==> src/rtl/npu_pkg.sv <==
// npu_pkg: types and defaults shared by the NPU stall controller slice.
//   npu_st_t          controller state encoding
//   NPU_CMD_W         default command/result width
//   NPU_TIMEOUT_DFLT  default WAIT-state timeout in cycles
package npu_pkg;

  typedef enum logic [1:0] {
    IDLE = 2'd0,
    REQ  = 2'd1,
    WAIT = 2'd2,
    WB   = 2'd3
  } npu_st_t;

  localparam int NPU_CMD_W        = 32;
  localparam int NPU_TIMEOUT_DFLT = 4096;

endpackage

==> src/rtl/npu_timeout_cnt.sv <==
// npu_timeout_cnt: WAIT-state watchdog. Counts enabled cycles from zero and
// flags the cycle in which the count equals LIMIT-1.
//   clk      clock
//   reset_n  synchronous active-low reset
//   clear    force the count back to zero
//   enable   count this cycle
//   hit      count == LIMIT-1 (combinational from the count register)
module npu_timeout_cnt #(
  parameter int W     = 16,
  parameter int LIMIT = 4096
) (
  input  logic clk,
  input  logic reset_n,
  input  logic clear,
  input  logic enable,
  output logic hit
);

  localparam logic [W-1:0] LAST = W'(LIMIT - 1);

  logic [W-1:0] count;

  assign hit = (count == LAST);

  always_ff @(posedge clk) begin
    if (!reset_n) begin
      count <= '0;
    end else if (clear) begin
      count <= '0;
    end else if (enable && !hit) begin
      count <= count + 1'b1;
    end
  end

endmodule

==> src/rtl/npu_stall_ctrl.sv <==
// npu_stall_ctrl: holds the pipeline while an NPU command is issued over a
// req/ack handshake and its result returns, then emits a one-cycle
// writeback pulse.
//   clk, reset_n            clock, synchronous active-low reset
//   ex_npu_op, ex_npu_cmd   EX-stage NPU op valid and its command word
//   flush                   EX squash; only blocks a new issue from IDLE
//   npu_req, npu_cmd        request and latched command to the NPU
//   npu_ack                 NPU accepted the command
//   npu_done, npu_result    single-cycle result-valid and its data
//   npu_stall               freeze IF/ID/EX
//   wb_valid, wb_data       one-cycle writeback pulse; data held to next capture
//   npu_err                 sticky timeout flag
// Optional feature: define NPU_TIMEOUT_EN to build the WAIT-state timeout.
// Without it WAIT waits indefinitely and npu_err is tied low.
//
// state | meaning
// IDLE  | no op in flight; stall asserted combinationally on a new op
// REQ   | npu_req high, waiting for npu_ack
// WAIT  | command accepted, waiting for npu_done (or timeout)
// WB    | stall released, wb_valid pulses for one cycle
module npu_stall_ctrl
  import npu_pkg::*;
#(
  parameter int CMD_W   = NPU_CMD_W,
  parameter int TO_W    = 16,
  parameter int TIMEOUT = NPU_TIMEOUT_DFLT
) (
  input  logic             clk,
  input  logic             reset_n,
  input  logic             ex_npu_op,
  input  logic [CMD_W-1:0] ex_npu_cmd,
  input  logic             flush,
  output logic             npu_req,
  output logic [CMD_W-1:0] npu_cmd,
  input  logic             npu_ack,
  input  logic             npu_done,
  input  logic [CMD_W-1:0] npu_result,
  output logic             npu_stall,
  output logic             wb_valid,
  output logic [CMD_W-1:0] wb_data,
  output logic             npu_err
);

  if (TIMEOUT < 1 || TIMEOUT >= (1 << TO_W)) begin : g_bad_timeout
    $error("npu_stall_ctrl: TIMEOUT must be in 1 .. 2**TO_W-1");
  end

  npu_st_t state, state_nxt;
  logic    detect;
  logic    capture;
  logic    timed_out;
  logic    to_hit;

  // A squashed op never leaves IDLE, so flush only matters here.
  assign detect    = (state == IDLE) && ex_npu_op && !flush;
  assign npu_stall = detect || (state == REQ) || (state == WAIT);
  assign wb_valid  = (state == WB);

`ifdef NPU_TIMEOUT_EN
  // Held clear outside WAIT so the count starts at zero on WAIT entry.
  npu_timeout_cnt #(
    .W    (TO_W),
    .LIMIT(TIMEOUT)
  ) u_timeout_cnt (
    .clk    (clk),
    .reset_n(reset_n),
    .clear  (state != WAIT),
    .enable (state == WAIT),
    .hit    (to_hit)
  );
`else
  assign to_hit = 1'b0;
`endif

  always_comb begin
    state_nxt = state;
    capture   = 1'b0;
    timed_out = 1'b0;
    case (state)
      IDLE: if (detect) state_nxt = REQ;
      REQ: begin
        if (npu_ack) begin
          if (npu_done) begin
            capture   = 1'b1;
            state_nxt = WB;
          end else begin
            state_nxt = WAIT;
          end
        end
      end
      WAIT: begin
        // done takes priority over a timeout landing in the same cycle
        if (npu_done) begin
          capture   = 1'b1;
          state_nxt = WB;
        end else if (to_hit) begin
          timed_out = 1'b1;
          state_nxt = WB;
        end
      end
      WB:      state_nxt = IDLE;
      default: state_nxt = IDLE;
    endcase
  end

  always_ff @(posedge clk) begin
    if (!reset_n) begin
      state   <= IDLE;
      npu_req <= 1'b0;
      npu_cmd <= '0;
      wb_data <= '0;
    end else begin
      state   <= state_nxt;
      npu_req <= (state_nxt == REQ);
      if (detect) npu_cmd <= ex_npu_cmd;
      if (capture) begin
        wb_data <= npu_result;
      end else if (timed_out) begin
        wb_data <= '0;
      end
    end
  end

`ifdef NPU_TIMEOUT_EN
  always_ff @(posedge clk) begin
    if (!reset_n) begin
      npu_err <= 1'b0;
    end else if (timed_out) begin
      npu_err <= 1'b1;
    end
  end
`else
  assign npu_err = 1'b0;
`endif

endmodule
==> config.mk <==
export PLATFORM = sky130hd
export DESIGN_NAME = npu_stall_ctrl
export DESIGN_NICKNAME = d
export VERILOG_FILES = /design/src/rtl/npu_pkg.sv /design/src/rtl/npu_timeout_cnt.sv /design/src/rtl/npu_stall_ctrl.sv
export SDC_FILE = /design/constraint.sdc
export NUM_CORES = 1
export LEC_CHECK = 0
export CAP_MARGIN = 20
export CORE_MARGIN = 2
export CORE_UTILIZATION = 42
export DETAILED_ROUTE_END_ITERATION = 7
export HOLD_SLACK_MARGIN = 0.06
export PLACE_DENSITY = 0.85
export SLEW_MARGIN = 15
export SYNTH_ARGS = -nofsm -noshare
export SYNTH_HDL_FRONTEND = slang
export SYNTH_SLANG_ARGS = --single-unit
==> constraint.sdc <==
create_clock -name clk -period 4.55 [get_ports clk]
set_clock_uncertainty 0.15 [all_clocks]
set_input_delay 0.91 -clock clk [delete_from_list [all_inputs] [get_ports clk]]
set_output_delay 0.91 -clock clk [all_outputs]
set_load 0.02 [all_outputs]
==> run_results.csv, run 1 <==
group,metric,value,unit
status,outcome,"finished clean",
global_route,grt_max_degree,67,
critical_path,cp-end-kind,"output pin",
detailed_routing,drt_iter0_markers,78,
die,die_h,82.3,um
detailed_routing,dr_wl_met3,642,um
sta,slew_viol_final,0,
sta,whs,0.302,ns
finish,area_growth,59.8,%
synthesis,ys_ff_latch,67,
synthesis,synth_top_area_share,52.1,%
sta,fin_crit,3.48,ns
clocking,cts_tree,"built",
die,design.die.area,6770,um2
detailed_routing,wl_per_cell,14.0,um
clocking,htreeDepth,3,
die,fp.dieW,82.3,um
clocking,cts_setup_buffers,0,
global_route,grt_pass1_vias,2535,
global_route,grt_pass1_wl,11000,um
synthesis,synth-seq-area-share,52.1,%
critical_path,arrival,2.42,ns
sta,fin_ws,1.07,ns
clocking,post_cts_resize_count,0,
die,io_pins,138,
die,rows,28,
placement,dpl_cell_area,3890,um2
power,irDropWorstVdd,0.234,mV
synthesis,syn_area_per_cell,8.22,um2
synthesis,yosys.area.top_type,"dfxtp_1",
finish,antenna_cells,0,
power,p_per_area,313,nW/um2
critical_path,critical_path.startpoint_type,"primary input",
synthesis,synth_flop_cell,"dfxtp_1",
clocking,clk_pin_slew,0.07,ns
detailed_routing,wl_met1,2920,um
detailed_routing,firstDrtPassIters,4,
detailed_routing,drt_drc_violations_left,0,
placement,dp_hpwl,4800,um
synthesis,synth_cell_types,28,
die,start_util,43.5,%
clocking,cts-buffers-inserted,9,
sta,setup_viol,0,
detailed_routing,maxUsedRoutingLayer,"met4",
synthesis,synthTopCellsByArea,"dfxtp_1 52%, a21oi_1 13%, nand2_1 9.5%, nand3_1 6.2%, o21ai_0 3.9%",
critical_path,crit_type,"primary input to output pin",
detailed_routing,wl_met2,3510,um
finish,fillCellCount,485,
sta,maxSlewHeadroom,33.5,%
sta,final_hold_viol_count,0,
sta,max_freq,287,MHz
die,core-area,5920,um2
clocking,clk_latency,0.33,ns
global_route,antenna_found_initial,0,
detailed_routing,wl,7230,um
sta,tightest_slew,0.995,ns
synthesis,syn_nets,387,
placement,gp_congestion,0.752,
finish,fin_area,4110,um2
synthesis,synth_edf_count,0,
power,power,1.29,mW
synthesis,ys_async_sr_fraction,0,%
finish,layout-drive-gt1-share,4.98,%
sta,fin_crit_sh,76.5,%
critical_path,critPathMaxFanout,2,
clocking,cts_sinks,67,
sta,grt_setup_unrepaired,"no",
sta,tns,0,ns
flow_run,maxCapViolCount,0,
synthesis,syn_inst,313,
synthesis,synth_top_cells_by_count,"67 x dfxtp_1, 65 x a21oi_1, 65 x nand2_1, 32 x nand3_1, 20 x o21ai_0",
global_route,grt_overflow,0,
critical_path,r2r_slack,2.35,ns
detailed_routing,vias,2672,
critical_path,required,3.49,ns
clocking,clk_path_buf_depth,2,
hold_path,hold_path_class,"register to register",
clocking,clock-root-buffer,"clkbuf_8",
synthesis,synth_area,2570,um2
detailed_routing,viasPerCell,5.17,
synthesis,synth_warnings,0,
placement,dp_slack,1.07,ns
synthesis,synth_most_common_cell,"dfxtp_1",
detailed_routing,detail-route-antenna-nets,0,
global_route,grt_usage,21.2,%
clocking,holdBufCountCts,0,
placement,portBuffers,136,
finish,nets,511,
power,leakage,1.42,nW
## path summary, 6_finish.rpt
| check | from | end | cells after the start |
|---|---|---|---|
| max | flush | npu_stall | 4 |
| min | npu_cmd[10] | npu_cmd[10] | 2 |
| max reg2reg | state[1] | wb_data[19] | 5 |
| min reg2reg | npu_cmd[10] | npu_cmd[10] | 2 |
## stage by stage
step | utilization [%] | instances
after floorplan | - | 313
after global placement | 65.7 | 499
after detailed placement | 65.7 | 499
after CTS | 68.6 | 515
after global routing | 69.5 | 517
final | 69.5 | 517
## state kept, by name, summed over array words and instances, names as in the netlist
name,cells
npu_req,1
wb_data,32
state,2
npu_cmd,32
## routing by layer
metal / GRT usage (%) / up-vias
met1: 21.5 / 1240
met5: 0 / -
met3: 7.83 / 16
met2: 38.1 / 105
met4: 10.7 / 0
li1: - / 1311
## final cells by class
cell class | instances | area [um2] | area share, %
clock inverter | 2 | 10.0 | 0.243
multi-input combinational | 214 | 1060 | 25.7
inverter | 4 | 15.0 | 0.365
sequential | 67 | 1340 | 32.6
clock buffer | 14 | 163 | 3.95
tap | 75 | 93.8 | 2.28
timing repair buffer | 141 | 1430 | 34.8
## report_power, final
| part | total [mW] | internal [mW] | switching, mW |
|---|---|---|---|
| Clock | 0.431 | 0.227 | 0.205 |
| Sequential | 0.618 | 0.607 | 0.0105 |
| Combinational | 0.238 | 0.117 | 0.121 |
## critical path, cell delays in order
cell             delay, ns
clkdlybuf4s50_1       0.46
and3b_1               0.18
or3_1                 0.31
clkdlybuf4s50_1       0.56
## kinds of logic (layout without fill, tap and decap cells)
| group | count (synthesis) | after routing | synth area share [%] |
|---|---|---|---|
| simple gates | 105 | 105 | 17.8 |
| other cells | 1 | 1 | 0.146 |
| fa+ha+maj | 4 | 4 | 1.94 |
| buf+inv | 32 | 161 | 6.81 |
| flops | 67 | 67 | 52.1 |
| compound gates | 104 | 104 | 21.1 |
## layout by cell type, fill, tap and decap left out, types with 2 or more instances in the layout
cell             count
nand2_1             65
nand3_1             32
clkdlybuf4s50_1    136
clkbuf_1             3
a21oi_1             65
clkbuf_8            11
o21ai_0             20
nand3b_1             2
o21ai_1             12
ha_1                 4
dfxtp_1             67
nor2b_1              2
clkinv_2             2
inv_1                3
buf_4                3
No activity file was read; power rests on OpenSTA's default activity.
==> inputs of run 2 (changes only) <==
- CORE_UTILIZATION: 42 -> 39
- PLACE_DENSITY: 0.85 -> 0.8
- clock period: 4.55 -> 3.4 ns (I/O delays scaled with it)
==> run_results.csv, run 2 (synthesized netlist as in run 1, its figures left out) <==
group,metric,value,unit
clocking,cts_setup_buffers,0,
clocking,cts-buffers-inserted,9,
clocking,clk_path_buf_depth,2,
detailed_routing,firstDrtPassIters,4,
finish,top_regs,"npu_cmd (32), wb_data (32), state (2)",
power,intPower,1.29,mW
finish,final_common_cell,"clkdlybuf4s50_1",
die,die_h,85.2,um
detailed_routing,wl_per_cell,13.9,um
die,start_util,40.5,%
sta,tightest_slew,0.988,ns
critical_path,crit_top_cell,"clkdlybuf4s50_1",
clocking,clk_latency,0.33,ns
power,irDropWorstVdd,0.272,mV
finish,layout-drive-gt1-share,5.20,%
global_route,grt_pass1_vias,2539,
sta,setup_viol,0,
finish,fin_area,4120,um2
power,p_comb_share,18.1,%
placement,gp_congestion,0.752,
power,p_per_area,422,nW/um2
clocking,post_cts_resize_count,0,
sta,fin_crit_sh,88.7,%
finish,area_growth,60.1,%
detailed_routing,drt_drc_violations_left,0,
sta,tns,0,ns
placement,dpl_cell_area,3940,um2
die,design.die.area,7270,um2
detailed_routing,viasPerCell,5.01,
finish,antenna_cells,0,
die,fp.dieW,85.2,um
detailed_routing,wl,7220,um
detailed_routing,vias,2599,
critical_path,critical_path.startpoint_type,"primary input",
critical_path,slowest_delay,0.55,ns
global_route,grt_max_degree,40,
die,core-area,6350,um2
sta,grt_setup_unrepaired,"no",
die,rows,29,
critical_path,cp-end-kind,"output pin",
flow_run,maxCapViolCount,0,
hold_path,hold_path_class,"register to register",
sta,fin_crit,3.02,ns
placement,portBuffers,136,
global_route,antenna_found_initial,0,
power,netSwitchingFraction,26.1,%
critical_path,required,2.57,ns
critical_path,path_buf_inv,2,
power,clkPwrFrac,34.4,%
critical_path,crit_type,"primary input to output pin",
critical_path,cpMaxStageDelayCell,"clkdlybuf4s50_1",
clocking,clk_pin_slew,0.07,ns
clocking,clock-root-buffer,"clkbuf_8",
finish,nets,512,
sta,maxSlewHeadroom,34.0,%
global_route,grt_overflow,0,
finish,layout_common_cells,"136 x clkdlybuf4s50_1, 67 x dfxtp_1, 65 x nand2_1, 65 x a21oi_1, 32 x nand3_1",
power,leakage,1.43,nW
clocking,holdBufCountCts,0,
sta,final_hold_viol_count,0,
power,power_frac_seq,47.5,%
critical_path,path_cells,"clkdlybuf4s50_1 -> and3b_1 -> or3_1 -> clkdlybuf4s50_1",
global_route,grt_pass1_wl,11700,um
clocking,cts_sinks,67,
critical_path,crit_family,"buffers and inverters",
status,outcome,"finished clean",
critical_path,critPathMaxFanout,2,
critical_path,arrival,2.19,ns
placement,dp_hpwl,4940,um
clocking,htreeDepth,3,
sta,max_freq,331,MHz
detailed_routing,detail-route-antenna-nets,0,
sta,slew_viol_final,0,
die,io_pins,138,
global_route,grt_usage,20.1,%
detailed_routing,drt_iter0_markers,111,
power,netSwitchingPower,0.454,mW
clocking,cts_tree,"built",
## run 2: cell count changes in the layout (fill, tap and decap cells not counted), sizes merged
cell | before | now
clkbuf | 14 | 13
buf | 5 | 6
## run 2: worst paths after layout
kind | from | to | slack [ns] | cells past startpoint
setup / recovery | flush | npu_stall | 0.38 | 4
hold reg to reg | npu_cmd[14] | npu_cmd[14] | 0.30 | 2
hold / removal | npu_cmd[14] | npu_cmd[14] | 0.30 | 2
setup reg to reg | state[1] | wb_data[22] | 1.22 | 5
## run 2: per-stage QoR
step	cells	hold slack, ns	setup slack (ns)	power, mW	util (%)
2_1_floorplan	313	0.383	1.18	1.00	-
3_3_place_gp	504	0.291	0.409	1.16	62.1
3_5_place_dp	504	0.297	0.399	1.16	62.1
4_1_cts	519	0.306	0.387	1.77	64.9
5_1_grt	519	0.324	0.294	1.82	64.9
6_report	519	0.304	0.383	1.74	64.9
## run 2: power groups by stage
stage / Combinational (mW) / Clock, mW / Sequential, mW
after detailed placement: 0.315 / 0 / 0.845
after global routing: 0.340 / 0.650 / 0.830
after global placement: 0.314 / 0 / 0.843
final: 0.315 / 0.598 / 0.827
after floorplan: 0.125 / 0 / 0.875
after CTS: 0.318 / 0.622 / 0.827
## run 2: worst reg2reg max path: cells and delay by family (launching register included)
family / cells / cell delay [ns]
DFF: 1 / 0.40
buffers and inverters: 1 / 0.09
AOI/OAI and AO/OA: 2 / 0.56
and+or+nand+nor: 1 / 0.56
adders and majority gates: 1 / 0.30
## run 2: cell type report
type,count,area (um2)
fillers,556,2230
repair buffers,142,1430
flip-flops and latches,67,1340
multi-input cells,214,1060
clock buffers,13,169
well taps,77,96.3
inverters,4,15.0
clock inverters,2,10.0
## run 2: per-layer routing
layer,global-route usage [%],vias to the layer above,part of all wire [%]
met5,0,-,0
met4,7.50,0,1.4
met2,33.3,92,48
met1,23.9,1190,42
li1,-,1308,-
met3,7.39,9,8.4
